## src/rtl/cpu_if_arb_pkg.sv

```systemverilog
// cpu_if_arb_pkg: shared types and helpers for the cpu_if arbiter.
//   MAX_CPU / ID_MAX_W : upper bound on master count and stored ID width.
//   fifo_entry_t       : in-flight entry {master id, is_wr}.
//   id_width()         : ID width for a given master count ($clog2, min 1).
//   rr_pick()          : round-robin pick of the first requester at or after ptr.
package cpu_if_arb_pkg;

    localparam int unsigned MAX_CPU  = 64;
    localparam int unsigned ID_MAX_W = 6;

    typedef struct packed {
        logic [ID_MAX_W-1:0] id;
        logic                is_wr;
    } fifo_entry_t;

    function automatic int unsigned id_width(input int unsigned n);
        return (n > 1) ? $clog2(n) : 1;
    endfunction

    // Returns 0 when nothing is requesting; callers gate on "any request".
    function automatic logic [ID_MAX_W-1:0] rr_pick(input logic [MAX_CPU-1:0] req,
                                                    input logic [ID_MAX_W-1:0] ptr,
                                                    input int unsigned         n);
        logic [ID_MAX_W-1:0] pick;
        logic                found;
        int unsigned         idx;
        pick  = '0;
        found = 1'b0;
        for (int unsigned off = 0; off < MAX_CPU; off++) begin
            if (off < n) begin
                idx = 32'(ptr) + off;
                if (idx >= n) begin
                    idx = idx - n;
                end
                if (!found && req[idx[ID_MAX_W-1:0]]) begin
                    found = 1'b1;
                    pick  = idx[ID_MAX_W-1:0];
                end
            end
        end
        return pick;
    endfunction

endpackage

```

## src/rtl/cpu_if_arb_fifo.sv

```systemverilog
// cpu_if_arb_fifo: in-order FIFO of in-flight {id, is_wr} entries.
//   clk, reset (async, active-low)
//   push/push_data : enqueue; honoured when not full, or when full with a pop
//   pop            : dequeue head (ignored when empty)
//   head           : current head entry
//   full / empty   : occupancy flags
module cpu_if_arb_fifo
    import cpu_if_arb_pkg::*;
#(
    parameter int unsigned DEPTH = 4
) (
    input  logic        clk,
    input  logic        reset,
    input  logic        push,
    input  fifo_entry_t push_data,
    input  logic        pop,
    output fifo_entry_t head,
    output logic        full,
    output logic        empty
);

    localparam int unsigned PtrW = (DEPTH > 1) ? $clog2(DEPTH) : 1;
    localparam int unsigned CntW = $clog2(DEPTH + 1);

    fifo_entry_t     mem_q [DEPTH];
    logic [PtrW-1:0] wr_ptr_q, wr_ptr_d;
    logic [PtrW-1:0] rd_ptr_q, rd_ptr_d;
    logic [CntW-1:0] cnt_q, cnt_d;
    logic            do_push, do_pop;

    function automatic logic [PtrW-1:0] ptr_inc(input logic [PtrW-1:0] p);
        return (p == PtrW'(DEPTH - 1)) ? '0 : p + 1'b1;
    endfunction

    assign empty   = (cnt_q == '0);
    assign full    = (cnt_q == CntW'(DEPTH));
    assign do_pop  = pop && !empty;
    // A pop in the same cycle frees the head slot, so a full FIFO still accepts.
    assign do_push = push && (!full || do_pop);
    assign head    = mem_q[rd_ptr_q];

    always_comb begin
        wr_ptr_d = do_push ? ptr_inc(wr_ptr_q) : wr_ptr_q;
        rd_ptr_d = do_pop ? ptr_inc(rd_ptr_q) : rd_ptr_q;
        cnt_d    = cnt_q;
        if (do_push && !do_pop) begin
            cnt_d = cnt_q + 1'b1;
        end else if (!do_push && do_pop) begin
            cnt_d = cnt_q - 1'b1;
        end
    end

    always_ff @(posedge clk or negedge reset) begin
        if (!reset) begin
            wr_ptr_q <= '0;
            rd_ptr_q <= '0;
            cnt_q    <= '0;
            for (int unsigned i = 0; i < DEPTH; i++) begin
                mem_q[i] <= '0;
            end
        end else begin
            wr_ptr_q <= wr_ptr_d;
            rd_ptr_q <= rd_ptr_d;
            cnt_q    <= cnt_d;
            if (do_push) begin
                mem_q[wr_ptr_q] <= push_data;
            end
        end
    end

endmodule

```

## src/rtl/cpu_if_arbiter.sv

```systemverilog
// cpu_if_arbiter: round-robin N-to-1 merge of cpu_if register masters onto one device port,
// with up to OUTSTANDING in-order transactions in flight and ack routing back to the issuer.
//   clk, reset (async, active-low)
//   m_*          : per-master request fields in, stalls/acks/errs/read data out (slice i = master i)
//   d_*          : device request out, device stalls/acks/errs/read data in
//   spurious_ack : sticky, set when an ack arrives with nothing in flight
// Optional: define CPU_IF_ARB_TIMEOUT_EN to complete a stuck head with an error after
// TIMEOUT_CYCLES cycles; the late device acks are then discarded via drop_cnt.
module cpu_if_arbiter
    import cpu_if_arb_pkg::*;
#(
    parameter int unsigned NUM_CPU        = 2,
    parameter int unsigned ADDR_WIDTH     = 16,
    parameter int unsigned DATA_WIDTH     = 16,
    parameter int unsigned OUTSTANDING    = 4,
    parameter int unsigned TIMEOUT_CYCLES = 256
) (
    input  logic                             clk,
    input  logic                             reset,
    input  logic [NUM_CPU-1:0]               m_req,
    input  logic [NUM_CPU-1:0]               m_req_is_wr,
    input  logic [NUM_CPU*ADDR_WIDTH-1:0]    m_addr,
    input  logic [NUM_CPU*DATA_WIDTH-1:0]    m_wr_data,
    input  logic [NUM_CPU*DATA_WIDTH-1:0]    m_wr_biten,
    output logic [NUM_CPU-1:0]               m_req_stall_wr,
    output logic [NUM_CPU-1:0]               m_req_stall_rd,
    output logic [NUM_CPU-1:0]               m_rd_ack,
    output logic [NUM_CPU-1:0]               m_rd_err,
    output logic [NUM_CPU-1:0]               m_wr_ack,
    output logic [NUM_CPU-1:0]               m_wr_err,
    output logic [NUM_CPU*DATA_WIDTH-1:0]    m_rd_data,
    output logic                             d_req,
    output logic                             d_req_is_wr,
    output logic [ADDR_WIDTH-1:0]            d_addr,
    output logic [DATA_WIDTH-1:0]            d_wr_data,
    output logic [DATA_WIDTH-1:0]            d_wr_biten,
    input  logic                             d_req_stall_wr,
    input  logic                             d_req_stall_rd,
    input  logic                             d_rd_ack,
    input  logic                             d_rd_err,
    input  logic [DATA_WIDTH-1:0]            d_rd_data,
    input  logic                             d_wr_ack,
    input  logic                             d_wr_err,
    output logic                             spurious_ack
);

    localparam int unsigned IdW = id_width(NUM_CPU);

    logic [IdW-1:0]      rr_ptr_q, rr_ptr_d;
    logic                spurious_q, spurious_d;
    logic [MAX_CPU-1:0]  req_ext;
    logic [ID_MAX_W-1:0] grant;
    logic                any_req, accept;
    logic                dev_ack, dev_pop, tmo_pop, pop, spurious_hit;
    logic                fifo_full, fifo_empty;
    fifo_entry_t         head, push_entry;

    always_comb begin
        req_ext              = '0;
        req_ext[NUM_CPU-1:0] = m_req;
    end

    assign any_req = |m_req;
    assign grant   = rr_pick(req_ext, ID_MAX_W'(rr_ptr_q), NUM_CPU);

    // Request mux: granted master's fields onto the device port.
    always_comb begin
        d_req_is_wr = 1'b0;
        d_addr      = '0;
        d_wr_data   = '0;
        d_wr_biten  = '0;
        for (int unsigned i = 0; i < NUM_CPU; i++) begin
            if (grant == ID_MAX_W'(i)) begin
                d_req_is_wr = m_req_is_wr[i];
                d_addr      = m_addr[i*ADDR_WIDTH +: ADDR_WIDTH];
                d_wr_data   = m_wr_data[i*DATA_WIDTH +: DATA_WIDTH];
                d_wr_biten  = m_wr_biten[i*DATA_WIDTH +: DATA_WIDTH];
            end
        end
    end

    // Gated by reset so the device port stays idle while reset is held.
    assign d_req  = reset && any_req && (!fifo_full || pop);
    assign accept = d_req && (d_req_is_wr ? !d_req_stall_wr : !d_req_stall_rd);
    assign dev_ack = d_rd_ack || d_wr_ack;
    assign pop     = dev_pop || tmo_pop;

`ifdef CPU_IF_ARB_TIMEOUT_EN
    localparam int unsigned TmoW  = $clog2(TIMEOUT_CYCLES + 1);
    localparam int unsigned DropW = $clog2(OUTSTANDING + 1);

    logic [TmoW-1:0]  tmo_cnt_q, tmo_cnt_d;
    logic [DropW-1:0] drop_cnt_q, drop_cnt_d;
    logic             dev_drop;

    // Acks owed by the device for timed-out entries are swallowed first.
    assign dev_drop     = dev_ack && (drop_cnt_q != '0);
    assign dev_pop      = dev_ack && !dev_drop && !fifo_empty;
    assign spurious_hit = dev_ack && !dev_drop && fifo_empty;
    assign tmo_pop      = !fifo_empty && !dev_pop && (tmo_cnt_q == TmoW'(TIMEOUT_CYCLES - 1));

    always_comb begin
        tmo_cnt_d  = '0;
        drop_cnt_d = drop_cnt_q;
        if (!pop && !fifo_empty) begin
            tmo_cnt_d = tmo_cnt_q + 1'b1;
        end
        if (tmo_pop && !dev_drop && (drop_cnt_q != DropW'(OUTSTANDING))) begin
            drop_cnt_d = drop_cnt_q + 1'b1;
        end else if (dev_drop && !tmo_pop) begin
            drop_cnt_d = drop_cnt_q - 1'b1;
        end
    end

    always_ff @(posedge clk or negedge reset) begin
        if (!reset) begin
            tmo_cnt_q  <= '0;
            drop_cnt_q <= '0;
        end else begin
            tmo_cnt_q  <= tmo_cnt_d;
            drop_cnt_q <= drop_cnt_d;
        end
    end
`else
    assign dev_pop      = dev_ack && !fifo_empty;
    assign spurious_hit = dev_ack && fifo_empty;
    assign tmo_pop      = 1'b0;
`endif

    assign push_entry = '{id: grant, is_wr: d_req_is_wr};

    cpu_if_arb_fifo #(
        .DEPTH (OUTSTANDING)
    ) u_fifo (
        .clk       (clk),
        .reset     (reset),
        .push      (accept),
        .push_data (push_entry),
        .pop       (pop),
        .head      (head),
        .full      (fifo_full),
        .empty     (fifo_empty)
    );

    // Per-master stalls and completion routing to the head master.
    always_comb begin
        m_req_stall_wr = '1;
        m_req_stall_rd = '1;
        m_rd_ack       = '0;
        m_rd_err       = '0;
        m_wr_ack       = '0;
        m_wr_err       = '0;
        m_rd_data      = '0;
        for (int unsigned i = 0; i < NUM_CPU; i++) begin
            if (accept && (grant == ID_MAX_W'(i))) begin
                m_req_stall_wr[i] = 1'b0;
                m_req_stall_rd[i] = 1'b0;
            end
            if (head.id == ID_MAX_W'(i)) begin
                if (dev_pop) begin
                    // Ack type follows the device even if it disagrees with head.is_wr.
                    m_rd_ack[i]                         = d_rd_ack;
                    m_rd_err[i]                         = d_rd_ack && d_rd_err;
                    m_wr_ack[i]                         = d_wr_ack;
                    m_wr_err[i]                         = d_wr_ack && d_wr_err;
                    m_rd_data[i*DATA_WIDTH +: DATA_WIDTH] = d_rd_data;
                end else if (tmo_pop) begin
                    m_rd_ack[i] = !head.is_wr;
                    m_rd_err[i] = !head.is_wr;
                    m_wr_ack[i] = head.is_wr;
                    m_wr_err[i] = head.is_wr;
                end
            end
        end
    end

    always_comb begin
        rr_ptr_d   = rr_ptr_q;
        spurious_d = spurious_q || spurious_hit;
        if (accept) begin
            rr_ptr_d = (grant == ID_MAX_W'(NUM_CPU - 1)) ? '0 : IdW'(grant + 1'b1);
        end
    end

    always_ff @(posedge clk or negedge reset) begin
        if (!reset) begin
            rr_ptr_q   <= '0;
            spurious_q <= 1'b0;
        end else begin
            rr_ptr_q   <= rr_ptr_d;
            spurious_q <= spurious_d;
        end
    end

    assign spurious_ack = spurious_q;

endmodule

```

## config.mk

```make
export PLATFORM = sky130hd
export DESIGN_NAME = cpu_if_arbiter
export DESIGN_NICKNAME = d
export VERILOG_FILES = /design/src/rtl/cpu_if_arb_pkg.sv /design/src/rtl/cpu_if_arb_fifo.sv /design/src/rtl/cpu_if_arbiter.sv
export SDC_FILE = /design/constraint.sdc
export NUM_CORES = 1
export LEC_CHECK = 0
export CAP_MARGIN = 20
export CORE_AREA = 3 3 109 69
export CTS_CLUSTER_DIAMETER = 40
export DETAILED_ROUTE_END_ITERATION = 16
export DIE_AREA = 0 0 112 72
export GPL_TIMING_DRIVEN = 0
export PLACE_DENSITY = 0.81
export SETUP_SLACK_MARGIN = 0.1
export SYNTH_ARGS = -nofsm -noshare
export SYNTH_HDL_FRONTEND = slang
export SYNTH_SLANG_ARGS = --single-unit
```

## constraint.sdc

```tcl
create_clock -name clk -period 2.6 [get_ports clk]
set_input_delay 0.52 -clock clk [delete_from_list [all_inputs] [get_ports clk]]
set_output_delay 0.52 -clock clk [all_outputs]
set_load 0.02 [all_outputs]
```

After elaboration in Yosys (flattened, before gate mapping)

Index checks and enable logic that the tools add are counted.

Add/subtract/negate cells: 8
Multipliers: 0
Divide/modulo/power cells: 0
$lt $le $gt $ge: 7
Equality and inequality tests: 5
Shift operators: 0
Mux-type cells: 46
Bitwise operators: 2
Reductions and logical operators: 31

Operators with widths:

| cell                | number |
|---|---|
| $mux 16             | 9 |
| $bwmux 28           | 1 |
| $mux 6              | 4 |
| $mux 1              | 21 |
| $mux 7              | 3 |
| $logic_and 1x1->1   | 15 |
| $bmux 7 s2          | 1 |
| $demux 7 s2         | 1 |
| $lt 6x7->1 const B  | 2 |
| $bmux 1 s6          | 2 |
| $eq 6x1->1 const B  | 2 |
| $logic_not 6->1     | 2 |
| $logic_not 1->1     | 7 |
| $ge 3x3->1 const B  | 2 |
| $mux 3              | 2 |
| $not 2->3           | 2 |
| $add 2x1->2 const B | 2 |
| $eq 2x2->1 const B  | 2 |
| $logic_or 1x1->1    | 4 |
| $mux 2              | 2 |
| $add 3x1->3 const B | 1 |
| $eq 3x3->1 const B  | 1 |
| $logic_not 3->1     | 1 |
| $lt 3x1->1 const B  | 1 |
| 9 further kinds     | 9 |

Register bits: 37
Bits in latches: 0
Bits in writable memories: 0
ROM bits: 0
Input port bits: 124
Output and inout port bits: 95
Memories kept: 0

Logic depth before layout (Yosys ltp)

Gate-level depths: netlist of the first run.

Depth after elaboration: 18
Depth in mapped cells: 11
Gate-level depth less buffers: 10

Cells and area by module

From an unflattened synthesis of the first run, not the netlist that was laid out.

Cell total of the unflattened synthesis: 257
Area, all modules: 2936.6 sq um

By module, submodules not included:

| module          | instances | cells each | area an instance (sq um) | seq. area each (sq um) |
|---|---|---|---|---|
| cpu_if_arb_fifo | 1         | 107        | 1791.7                   | 875.8 |
| cpu_if_arbiter  | 1         | 150        | 1144.8                   | 50.0 |

Least setup slack after synthesis of the first run

No wires, ideal clock.

Path kind: input to register
Start: input d_wr_ack
End: register u_fifo.cnt_q[2]
Arrival time: 2285 ps
Path slack: 236 ps
Stages: 10
Path buffers: 0
Cells stage by stage: nor2_1 a31oi_2 o21ai_2 nor2_4 ha_1 inv_1 fa_1 xor2_1 nor2_1 xor2_1

Word-level cells in the longest chain between the ends: 9
Elaborated cells on any way between the ends: 14

Ends and longest elaborated chain:

| what                               | line                  | source |
|---|---|---|
| start, declared                    | cpu_if_arbiter.sv:42  | `input logic d_wr_ack,` |
| $logic_or 1x1->1 *                 | cpu_if_arbiter.sv:85  | `assign dev_ack = d_rd_ack \|\| d_wr_ack;` |
| $logic_and 1x1->1 *                | cpu_if_arbiter.sv:125 | `assign dev_pop = dev_ack && !fifo_empty;` |
| $logic_or 1x1->1 *                 | cpu_if_arbiter.sv:83  | `assign d_req = reset && any_req && (!fifo_full \|\| pop);` |
| $logic_and 1x1->1 *                | cpu_if_arbiter.sv:83  |  |
| net d_req                          | cpu_if_arbiter.sv:32  | `output logic d_req,` |
| $logic_and 1x1->1 *                | cpu_if_arbiter.sv:84  | `assign accept = d_req && (d_req_is_wr ? !d_req_stall_wr : !d_req_stall_rd);` |
| $logic_and 1x1->1 *                | cpu_if_arb_fifo.sv:39 | `assign do_push = push && (!full \|\| do_pop);` |
| net u_fifo.do_push                 | cpu_if_arb_fifo.sv:29 | `logic do_push, do_pop;` |
| $logic_not 1->1                    | cpu_if_arb_fifo.sv:48 | `end else if (!do_push && do_pop) begin` |
| $logic_and 1x1->1                  | cpu_if_arb_fifo.sv:48 |  |
| $reduce_bool 2->1 (no source line) | n/a                   |  |
| end signal, assigned               | cpu_if_arb_fifo.sv:64 | `cnt_q <= cnt_d;` |
| end, declared                      | cpu_if_arb_fifo.sv:28 | `logic [CntW-1:0] cnt_q, cnt_d;` |

Mark *: on every way through the listed nets, which the timed path passes. The rest lies on a longest branch.
A chain may end at the register's enable or synchronous reset.

Final worst setup path of the first run

Start: input m_req[0]
End: output m_req_stall_wr[0]

Word-level cells in the longest chain between the ends: 13
Elaborated cells on any way between the ends: 20

Ends and longest elaborated chain:

| what                         | line                                        | source |
|---|---|---|
| start, declared              | cpu_if_arbiter.sv:20                        | `input logic [NUM_CPU-1:0] m_req,` |
| $bmux 1 s6                   | cpu_if_arb_pkg.sv:35                        | `if (!found && req[idx[ID_MAX_W-1:0]]) begin` |
| $mux 1 (not written as such) | cpu_if_arb_pkg.sv:35                        |  |
| $mux 1                       | cpu_if_arb_pkg.sv:35                        |  |
| $logic_not 1->1              | cpu_if_arb_pkg.sv:35                        |  |
| $logic_and 1x1->1            | cpu_if_arb_pkg.sv:35                        |  |
| $mux 6                       | cpu_if_arb_pkg.sv:35                        |  |
| $logic_not 6->1              | cpu_if_arbiter.sv:73, cpu_if_arbiter.sv:155 |  |
| $mux 1 (2 in a row)          | cpu_if_arbiter.sv:73                        | `if (grant == ID_MAX_W'(i)) begin` |
| $mux 1                       | cpu_if_arbiter.sv:84                        |  |
| $logic_and 1x1->1            | cpu_if_arbiter.sv:84                        |  |
| $logic_and 1x1->1 *          | cpu_if_arbiter.sv:155                       | `if (accept && (grant == ID_MAX_W'(i))) begin` |
| $mux 1 *                     | cpu_if_arbiter.sv:155                       |  |
| end, declared                | cpu_if_arbiter.sv:25                        | `output logic [NUM_CPU-1:0] m_req_stall_wr,` |

Mark *: on every way between the ends. The rest lies on a longest branch, timed or not. The select of a mux whose other input is x is not followed.

==> flow_summary_export.csv, run 1 <==
group,metric,value,unit
status,status,"finished clean",
global_routing,grt_pass1_vias,2592,
clocking,cts_hold_buf,0,
flow_run,cap_violations,0,
timing,clock_skew,0.00374,ns
floorplanning,ios,219,
cells_and_area,final_nets,662,
global_routing,antenna_found_initial,0,
clocking,root_buffer,"clkbuf_8",
drt,wl_per_cell,13.9,um
setup_path,r2r-start,"u_fifo.cnt_q[0]",
setup_path,path_class,"in -> out",
synthesis,ys_ff_latch,13,
cells_and_area,fill_cells,637,
drt,drt_pass1_iterations,4,
power_and_ir_drop,power_density,711,nW/um^2
drt,vias_per_cell,4.30,
setup_path,crit_arrival,1.94,ns
clocking,cts_tree,"yes",
synthesis,syn-num-nets,427,
clocking,numCtsBuffers,3,
setup_path,crit_required,2.08,ns
floorplanning,start_util,26.0,%
clocking,htreeDepth,1,
cells_and_area,regArea,327,um^2
timing,period_needed,2.46,ns
placed_design,place_hpwl,7060,um
setup_path,start_kind,"primary input",
global_routing,overflow,0,
timing,finalSetupViolations,0,
global_routing,grt_pass1_wl,12900,um
synthesis,async_flop_share,100,%
clocking,cts_buffer_depth,2,
floorplanning,core,6590,um^2
drt,vias,2652,
setup_path,reg2reg_depth,11,
synthesis,synth-edff-count,0,
timing,hold_viol,0,
floorplanning,dieArea,8060,um^2
synthesis,ys_warn_count,0,
worst_hold_path,hold_path.class,"in -> async",
timing,grt_setup_unrepaired,"true",
drt,wl,8560,um
setup_path,slowest_stage,"dlygate4sd2_1",
synthesis,yosysSeqAreaShare,19.0,%
drt,ant_nets,0,
cells_and_area,drive_gt1_share,17.4,%
synthesis,ys_types,38,
cells_and_area,multi_input_area,1310,um^2
setup_path,r2r-end,"u_fifo.cnt_q[2]",
timing,max_freq,406,MHz
setup_path,path_cells,"dlygate4sd2_1 -> nand2b_4 -> buf_4 -> a21boi_4 -> o21ai_4 -> nor2_4 -> nand2_1 -> buf_4 -> clkdlybuf4s15_2",
drt,drc,0,
synthesis,synth_cells,296,
clocking,clkTransAtPathRegs,0.06,ns
setup_path,path_common_cell,"buf_4",
clocking,cts.sinks,13,
timing,setup_ws,0.138,ns
timing,slew_headroom,78.2,%
timing,timing.final.crit_share,94.7,%
global_routing,grt_max_degree,15,
power_and_ir_drop,ir_drop,0.452,mV
power_and_ir_drop,p_leak,2.13,nW
placed_design,preCtsSetupSlack,-1.09,ns
setup_path,reg2reg_slack,0.23,ns
timing,final_max_slew_viol_count,0,
floorplanning,die_y,72,um
timing,worst_pin_slew,0.323,ns
setup_path,worst-path-max-fanout,5,
cells_and_area,diodes,0,
placed_design,port_buffers,218,
floorplanning,die_w,112,um
synthesis,syn_area,1720,um^2
drt,drtIter0Drc,71,
setup_path,endpoint_kind,"primary output",
floorplanning,row_count,23,
synthesis,avgSynthCellArea,5.80,um^2
setup_path,max_stage_delay,0.29,ns
cells_and_area,syn2layout_area_growth,135,%
cells_and_area,final_core_util,61.1,%
synthesis,synth-main-ff-cell,"dfrtp_1",
clocking,clock_latency,0.25,ns
global_routing,track_usage,19.4,%
placed_design,place_congestion,0.818,
[cells in the final DEF (no fill, tap or decap), types with 3 or more instances in the layout]
cell type	n
nand2_1	160
clkdlybuf4s50_1	120
dlygate4sd2_1	62
nor2_1	42
buf_2	20
buf_4	16
dfrtp_1	12
clkbuf_2	11
nand2_2	10
clkbuf_4	9
clkdlybuf4s15_1	6
ha_1	5
inv_1	4
nor3b_1	4
mux2_1	4
buf_6	3
clkbuf_8	3
[worst max path at each step]
stage	from	end	slack, ns	cells after the start
after floorplan	d_wr_ack	u_fifo.cnt_q[2]	0.24	10
after global placement	reset	m_req_stall_wr[0]	-0.99	8
after detailed placement	reset	m_req_stall_wr[1]	-1.09	8
after CTS	d_req_stall_rd	m_req_stall_wr[1]	0.02	8
after global routing	m_req[0]	u_fifo.cnt_q[2]	0.07	13
final	m_req[0]	m_req_stall_wr[0]	0.14	9
[cells by family after synthesis]
group | synth area share [%]
AOI/OAI and AO/OA | 5.91
xor gates and xnor gates | 1.53
adders and majority gates | 5.54
buffers and inverters | 7.37
DFF | 19.0
muxes | 6.27
and+or+nand+nor | 54.4
[layer usage]
layer | global-route usage (%) | routed length, um | share of wire, %
met1 | 24.8 | 3670 | 43
met2 | 35.6 | 4440 | 52
met3 | 2.75 | 373 | 4.4
met4 | 3.47 | 74 | 0.86
met5 | 0 | 0 | 0
[cells in the mapped netlist (3+ instances only)]
master	number	area (um^2)
nor2_1	43	161
dfrtp_1	13	325
buf_6	3	33.8
mux2_1	4	45.0
nand2_2	9	56.3
nand2_1	161	604
ha_1	6	75.1
nor3b_1	4	30.0
inv_1	4	15.0
clkbuf_1	13	48.8
[flip-flops by register name, indices dropped and copies added, names as in the netlist]
register,flops
spurious_ack,1
u_fifo.cnt_q,3
u_fifo.wr_ptr_q,2
rr_ptr_q,1
u_fifo.mem_q,4
u_fifo.rd_ptr_q,2
[final cells by class]
class,count,share of cell area (%)
well taps,87,2.70
repair buffers,230,51.2
plain buffers,20,3.85
flip-flops and latches,13,8.11
multi-input cells,258,32.5
inverters,5,0.497
clock buffers,4,1.12
[what timing repair did]
item | 4_1_cts | 5_1_grt
buffers inserted | 4 | 8
resized for setup | 192 | 33
hold endpoints to repair | 0 | 0
endpoints found under the setup margin | 103 | 44
pin swaps | 2 | 4
[where the power goes]
group | total [W] | internal [W] | switching (W)
logic | 0.00228 | 0.000966 | 0.00132
registers | 0.000392 | 0.000302 | 0.0000907
clock network | 0.000189 | 0.000109 | 0.0000802
[critical path: cells and delay by family]
kind,cells,cell delay [ns]
buffers and inverters,4,0.81
AO/OA/AOI/OAI,2,0.28
AND/OR/NAND/NOR,3,0.33
[metrics by stage]
step / cell area, um^2 / TNS [ns] / cells / power [W] / hold WS, ns
floorplan: 1720 / 0 / 296 / 0.00169 / 0.224
global placement: 4010 / -34.59 / 601 / 0.00278 / 0.459
detailed placement: 4010 / -38.68 / 601 / 0.00284 / 0.461
CTS: 3970 / 0 / 609 / 0.00281 / 0.115
global route: 4030 / 0 / 617 / 0.00308 / 0.121
finish: 4030 / 0 / 617 / 0.00286 / 0.112
Power figures use the tool's default switching activity.
==> run 2, diff against run 1 <==
HOLD_SLACK_MARGIN = 0.05   (was not set)
==> results of run 2 <==
Same layout as run 1: the final DEF is identical, and so are final timing and power.
==> run 3, diff against run 2 <==
CORE_AREA = 2 2 108 68   (was 3 3 109 69)
DIE_AREA = 0 0 110 70   (was 0 0 112 72)
==> run 3 against run 2 <==
  * Routed wire length is 6.7% lower
  * Largest power group unchanged
  * Via count is 0.23% lower
  * Critical path type unchanged
  * Highest routed layer unchanged
  * Worst hold slack better by 0.0021 ns
  * Die area is 4.5% lower
  * Global-route usage is 0.79 points higher
  * Cell count is 0.32% higher
  * Flip-flop and latch count stayed put
==> flow_summary_export.csv, run 3 (synthesis results as in run 1) <==
group,metric,value,unit
status,status,"finished clean",
drt,vias_per_cell,4.27,
global_routing,grt_pass1_wl,12600,um
timing,hold_viol,0,
floorplanning,die_y,70,um
global_routing,grt_use_met2,36.3,%
global_routing,busiest_layer,"met2",
placed_design,place_hpwl,6570,um
timing,max_freq,409,MHz
cells_and_area,largest_register_ffs,4,
drt,wl,7990,um
cells_and_area,largest_register,"u_fifo.mem_q",
setup_path,reg2reg_depth,11,
power_and_ir_drop,ir_drop,0.492,mV
cells_and_area,design_area,3990,um^2
global_routing,grt_pass1_vias,2584,
global_routing,antenna_found_initial,0,
global_routing,grt_max_degree,15,
floorplanning,dieArea,7700,um^2
timing,timing.final.crit_share,94.1,%
drt,drtIter0Drc,94,
cells_and_area,drive_gt1_share,16.9,%
placed_design,place_congestion,0.810,
setup_path,worst-path-max-fanout,5,
drt,drt_pass1_iterations,4,
setup_path,crit_required,2.08,ns
cells_and_area,mostFrequentLayoutCell,"nand2_1",
cells_and_area,multi_input_area,1290,um^2
setup_path,max_stage_delay,0.45,ns
timing,slew_headroom,83.3,%
floorplanning,row_count,24,
cells_and_area,regArea,327,um^2
timing,worst_pin_slew,0.248,ns
global_routing,grt_use_met1,25.8,%
drt,drc,0,
clocking,cts_tree,"yes",
cells_and_area,syn2layout_area_growth,133,%
timing,fin_setup_tns,0,ns
setup_path,start_kind,"primary input",
setup_path,reg2reg_slack,0.26,ns
clocking,numCtsBuffers,3,
timing,grt_setup_unrepaired,"true",
worst_hold_path,hold_path.class,"in -> async",
floorplanning,die_w,110,um
clocking,cts_hold_buf,0,
drt,vias,2646,
drt,ant_nets,0,
setup_path,r2r-start,"u_fifo.cnt_q[2]",
timing,clock_skew,0.00134,ns
cells_and_area,final_nets,660,
floorplanning,start_util,24.9,%
setup_path,crit_arrival,1.93,ns
cells_and_area,reg.largest.list,"u_fifo.mem_q x4, u_fifo.cnt_q x3",
global_routing,overflow,0,
setup_path,slowest_stage,"clkdlybuf4s50_1",
cells_and_area,final_core_util,58.0,%
timing,period_needed,2.45,ns
placed_design,port_buffers,218,
clocking,root_buffer,"clkbuf_8",
timing,finalSetupViolations,0,
global_routing,gr-usage-met3,3.08,%
clocking,clock_latency,0.24,ns
setup_path,path_cells,"clkdlybuf4s50_1 -> inv_1 -> a31o_2 -> o21ai_4 -> nor2_4 -> nand2_1 -> dlygate4sd2_1",
timing,holdWs,0.114,ns
drt,wl_per_cell,12.9,um
timing,final_max_slew_viol_count,0,
power_and_ir_drop,p_leak,2.13,nW
power_and_ir_drop,power_density,706,nW/um^2
cells_and_area,fill_cells,651,
setup_path,r2r-end,"u_fifo.cnt_q[2]",
floorplanning,core,6880,um^2
placed_design,place_area,4010,um^2
clocking,cts_buffer_depth,2,
floorplanning,ios,219,
cells_and_area,layout_common_cells,"161 x nand2_1, 119 x clkdlybuf4s50_1, 65 x dlygate4sd2_1",
clocking,htreeDepth,1,
global_routing,track_usage,20.2,%
setup_path,endpoint_kind,"primary output",
setup_path,path_class,"in -> out",
clocking,clkTransAtPathRegs,0.06,ns
flow_run,cap_violations,0,
cells_and_area,diodes,0,
clocking,cts.sinks,13,
## run 3: cell type report
| cell class | count | share of cell area (%) |
|---|---|---|
| Buffer | 20 | 3.61 |
| Multi-Input combinational cell | 258 | 32.3 |
| Timing Repair Buffer | 228 | 51.4 |
| Inverter | 5 | 0.502 |
| Tap cell | 91 | 2.85 |
| Sequential cell | 13 | 8.18 |
| Clock buffer | 4 | 1.13 |
## run 3: metrics by stage
step	worst slack (ns)	instances	power (W)
floorplan	0.236	296	0.00169
global placement	-0.969	605	0.00277
detailed placement	-1.02	605	0.00282
CTS	0.101	616	0.00286
global route	0.0697	619	0.00303
finish	0.154	619	0.00282
## run 3: worst max-delay path: cells and delay by family
family	cells	cell delay, ns
AND/OR/NAND/NOR	2	0.15
buffers and inverters	3	0.83
AO/OA/AOI/OAI	2	0.42
## run 3: worst max-delay path by stage
stage                     from                end  cells after the start
6_report        d_req_stall_rd  m_req_stall_rd[1]                      7
5_1_grt         m_req_is_wr[0]    u_fifo.cnt_q[2]                     11
4_1_cts        u_fifo.cnt_q[2]       m_rd_data[6]                      8
3_5_place_dp             reset  m_req_stall_wr[1]                      8
3_3_place_gp             reset  m_req_stall_wr[0]                      8
2_1_floorplan         d_wr_ack    u_fifo.cnt_q[2]                     10
## run 3: routing by layer
metal / part of all wire, % / up-vias / wire (um)
li1: - / 1369 / -
met1: 43 / 1182 / 3450
met2: 51 / 85 / 4040
met3: 5.4 / 10 / 430
met4: 0.85 / 0 / 68
met5: 0 / - / 0
## run 3: timing repair
item,4_1_cts,5_1_grt
resized for setup,177,40
setup buffers,7,3
endpoints found under the setup margin,101,46
pin swaps,5,4
## run 3: where the power goes
group          switching, W  total [W]  internal, W
clock             0.0000783   0.000187     0.000108
combinational       0.00130    0.00224     0.000946
sequential        0.0000847   0.000386     0.000302
